[config.mk]
export PLATFORM = sky130hd
export DESIGN_NAME = vga
export DESIGN_NICKNAME = d
export VERILOG_FILES = /design/src/rtl/vga.sv
export SDC_FILE = /design/constraint.sdc
export NUM_CORES = 1
export LEC_CHECK = 0
export ABC_AREA = 1
export BUFFER_PORTS_ARGS = -buffer_cell sky130_fd_sc_hd__buf_2
export CORE_ASPECT_RATIO = 1.75
export CORE_UTILIZATION = 55
export CTS_CLUSTER_DIAMETER = 150
export DETAILED_ROUTE_END_ITERATION = 8
export PLACE_DENSITY_LB_ADDON = 0.05
export SKIP_LAST_GASP = 1
export SLEW_MARGIN = 20
export SYNTH_ARGS = -nofsm -noshare
export SYNTH_HDL_FRONTEND = slang
export SYNTH_SLANG_ARGS = --single-unit
export TNS_END_PERCENT = 100
[constraint.sdc]
create_clock -name clk -period 2.2 [get_ports clk]
set_clock_uncertainty 0.2 [all_clocks]
set_input_delay 0.11 -clock clk [delete_from_list [all_inputs] [get_ports clk]]
set_output_delay 0.11 -clock clk [all_outputs]
set_load 0.02 [all_outputs]
[src/rtl/vga.sv]
// 640x480@60 VGA timing generator with a colour-bar test pattern and white border.
// Sync and colour outputs are registered together, one clock behind the counters.
module vga (
    input  logic clk,
    input  logic rst,
    output logic r,
    output logic g,
    output logic b,
    output logic hsync,
    output logic vsync
);

    localparam int unsigned CW = 10;

    localparam logic [CW-1:0] H_LAST       = 10'd799;
    localparam logic [CW-1:0] H_ACTIVE     = 10'd640;
    localparam logic [CW-1:0] H_RIGHT      = 10'd639;
    localparam logic [CW-1:0] H_SYNC_FIRST = 10'd656;
    localparam logic [CW-1:0] H_SYNC_LAST  = 10'd751;
    localparam logic [CW-1:0] V_LAST       = 10'd524;
    localparam logic [CW-1:0] V_ACTIVE     = 10'd480;
    localparam logic [CW-1:0] V_BOTTOM     = 10'd479;
    localparam logic [CW-1:0] V_HALF       = 10'd240;
    localparam logic [CW-1:0] V_SYNC_FIRST = 10'd490;
    localparam logic [CW-1:0] V_SYNC_LAST  = 10'd491;
    localparam logic [CW-1:0] BAR_WIDTH    = 10'd80;

    logic [CW-1:0] hc_q, hc_d;
    logic [CW-1:0] vc_q, vc_d;
    logic          hsync_q, hsync_d;
    logic          vsync_q, vsync_d;
    logic [2:0]    rgb_q, rgb_d;
    logic [2:0]    bar_k;
    logic          active;
    logic          border;

    // Counter advance, sync decode and pattern for the pixel currently addressed
    always_comb begin
        hc_d    = hc_q + 10'd1;
        vc_d    = vc_q;
        hsync_d = 1'b1;
        vsync_d = 1'b1;
        rgb_d   = 3'b000;
        bar_k   = 3'(hc_q / BAR_WIDTH);
        active  = (hc_q < H_ACTIVE) && (vc_q < V_ACTIVE);
        border  = (hc_q == '0) || (hc_q == H_RIGHT) || (vc_q == '0) || (vc_q == V_BOTTOM);

        if (hc_q == H_LAST) begin
            hc_d = '0;
            vc_d = (vc_q == V_LAST) ? '0 : vc_q + 10'd1;
        end

        if ((hc_q >= H_SYNC_FIRST) && (hc_q <= H_SYNC_LAST)) begin
            hsync_d = 1'b0;
        end
        if ((vc_q >= V_SYNC_FIRST) && (vc_q <= V_SYNC_LAST)) begin
            vsync_d = 1'b0;
        end

        // Top half shows the bar index, bottom half its complement
        if (active) begin
            if (border) begin
                rgb_d = 3'b111;
            end else if (vc_q < V_HALF) begin
                rgb_d = bar_k;
            end else begin
                rgb_d = ~bar_k;
            end
        end
    end

    always_ff @(posedge clk) begin
        if (rst) begin
            hc_q    <= '0;
            vc_q    <= '0;
            hsync_q <= 1'b1;
            vsync_q <= 1'b1;
            rgb_q   <= 3'b000;
        end else begin
            hc_q    <= hc_d;
            vc_q    <= vc_d;
            hsync_q <= hsync_d;
            vsync_q <= vsync_d;
            rgb_q   <= rgb_d;
        end
    end

    assign r     = rgb_q[2];
    assign g     = rgb_q[1];
    assign b     = rgb_q[0];
    assign hsync = hsync_q;
    assign vsync = vsync_q;

endmodule

==> run summary <==
FF-to-FF path depth - 12
Area growth, synth to finish - 10.2%
Placed Cells - 235
Htree depth - 1
Worst EP required - 2.15 ns
Yosys cell types - 31
Synth cell count leaders - nand2_1, inv_1, dfxtp_1
Largest net degree at the start of global routing - 14
Initial Util - 0.577
Main synth FF type - dfxtp_1
Critical path launch point type - flip-flop
Share of the synthesized area in the top cell type - 0.352
Pleak - 0.698 nW
Async S/R FF share, synth - 0
Final Hold Fails - 0
Final Net Count - 223
Drt pass-1 iters - 5
I/O pin total - 7
Hold crit path type - flip-flop to flip-flop
Final Setup Violations - 0
Cell row count - 24
Setup ws final - 0.195 ns
Core area - 2460 µm²
Period utilisation layout - 0.911
CTS tree - built
DRT iter0 DRCs - 32
Ranking of synthesized cells by area - dfxtp_1, nand2_1, inv_1
Relative max-transition margin - 0.638
Worst VDD drop - 0.389 mV
Flip-flop and latch count after synthesis - 25
Setup TNS Final - 0 ns
Vias in the first global route - 1,297
Status - finished clean
Count leader, synth - nand2_1
Syn Nets - 208
Post-synth top area cell - dfxtp_1
First-pass GRT wire length - 5.06 mm
RSZ-0062 raised after global routing - no
Syn_area_per_cell - 7.04 µm²
Measured slew at the worst slew-check pin - 0.537 ns
Clock transition at path regs - 0.08 ns
Synthesized area - 1420 µm²
Tmin final - 2.00 ns
Detailed Place HPWL - 2.43 mm
Chip height - 69.3 µm
Number of routed nets with antenna violations - 0
Via count - 1,355
CP Capture Type - flip-flop
Max clock buf depth - 2
Buffers on Ports - 6
Hold path depth - 1
CP Max Fanout - 6
Pwr/cell area - 488 nW/µm²
Grt total ovfl - 0
CTS Sinks - 25
Die Width - 40.4 µm
Gp weighted congestion - 0.839
# Max-Cap Violations - 0
Total track usage - 0.249
Critical Path AT - 1.96 ns
Fin. max-slew vios - 0
Initial antenna violation count - 0
FMAX - 499 MHz
Seq/Total Area, Yosys - 0.352
Drt drc - 0
Num CTS Buffers - 3
Final wirelength - 3.01 mm
Share of layout cells above drive strength 1 - 0.167
Final cell count without fillers - 242
YS warnings - 0
Drt wl/cell - 12.4 µm
Dpl ws - 0.118 ns
Post-synth EDFFs - 0
Post-Syn Instances - 202
Worst-Skew Late Latency - 0.26 ns
Die area - 2800 µm²
Crit path kind - flip-flop to flip-flop
Vias/cell - 5.60
Clock Tree Root - clkbuf_8
Number of diodes - 0
==> state kept, by name, summed over array words and instances, names as in the netlist <==
| signal | cells |
|---|---|
| rgb_q | 3 |
| vsync | 1 |
| vc_q | 10 |
| hc_q | 10 |
| hsync | 1 |
==> routing by layer <==
metal | vias to the layer above | GRT usage | part of all wire
met4 | 0 | 0.0926 | 0.026
met5 | - | 0 | 0
met1 | 633 | 0.256 | 0.37
met3 | 9 | 0.0288 | 0.021
li1 | 688 | - | -
met2 | 25 | 0.455 | 0.58
==> through the flow <==
stage,hold slack (ns),instance area (µm²),util,total power [W]
2_1_floorplan,-0.0115,1420,-,0.000498
3_3_place_gp,0.175,1490,0.607,0.000509
3_5_place_dp,0.183,1490,0.607,0.000510
4_1_cts,0.288,1550,0.629,0.000776
5_1_grt,0.300,1570,0.636,0.000800
6_report,0.281,1570,0.636,0.000765
==> placed cells by master (no fill, tap or decap), types with 2 or more instances in the layout <==
cell type / synthesis / layout
o31ai_1: 2 / 2
buf_2: 1 / 6
dfxtp_1: 25 / 25
o21ai_0: 7 / 7
nand2_1: 34 / 34
clkbuf_8: 0 / 3
nor2_2: 1 / 2
a31oi_1: 4 / 4
nand2_2: 7 / 7
nand2_4: 6 / 6
xor2_1: 3 / 3
nand3_1: 15 / 15
nand4_1: 4 / 4
nor3_1: 12 / 12
nor2_1: 22 / 21
buf_4: 0 / 4
ha_1: 4 / 4
inv_1: 31 / 31
a21oi_1: 8 / 8
inv_2: 3 / 3
==> worst paths after layout <==
kind                            startpoint  endpoint  slack, ns
worst max-delay path               hc_q[0]   vc_q[7]       0.20
worst min-delay path               hc_q[0]   hc_q[0]       0.28
worst max register to register     hc_q[0]   vc_q[7]       0.20
worst min register to register     hc_q[0]   hc_q[0]       0.28
==> final cells by class <==
type | instances | area [µm²]
fillers | 245 | 896
multi-input cells | 141 | 787
flip-flops and latches | 25 | 500
inverters | 35 | 131
repair buffers | 11 | 70.1
clock buffers | 4 | 45.0
well taps | 26 | 32.5
==> where the power goes <==
group	leakage (nW)	internal, W	total (W)	switching, W
clock network	0.0228	0.000129	0.000265	0.000135
logic	0.472	0.0000136	0.0000360	0.0000224
registers	0.203	0.000460	0.000464	0.00000463
total	0.698	0.000603	0.000765	0.000162
==> worst max-delay path: stages (launching register included) <==
cell      delay, ns
dfxtp_1        0.38
ha_1           0.18
nand2_1        0.06
clkinv_1       0.08
nand2_2        0.09
nor3_4         0.27
inv_1          0.07
nand2_1        0.09
inv_1          0.07
nor2_2         0.15
inv_1          0.11
o31ai_1        0.08
a21oi_1        0.06
==> logic make-up (layout without fill, tap and decap cells) <==
family | Yosys count | after routing | share of synthesized area
AND/OR/NAND/NOR | 106 | 106 | 0.379
XOR/XNOR | 3 | 3 | 0.0185
adder cells (fa/ha/maj) | 4 | 4 | 0.0352
flip-flops | 25 | 25 | 0.352
buffers and inverters | 36 | 50 | 0.0959
AO/OA/AOI/OAI | 28 | 28 | 0.120
==> timing repair <==
action	in CTS	in global routing
resized for setup	0	1
hold endpoints to repair	3	0
setup buffers	0	2
hold buffers	1	0
setup endpoints to repair	0	6
Power figures use the tool's default switching activity.
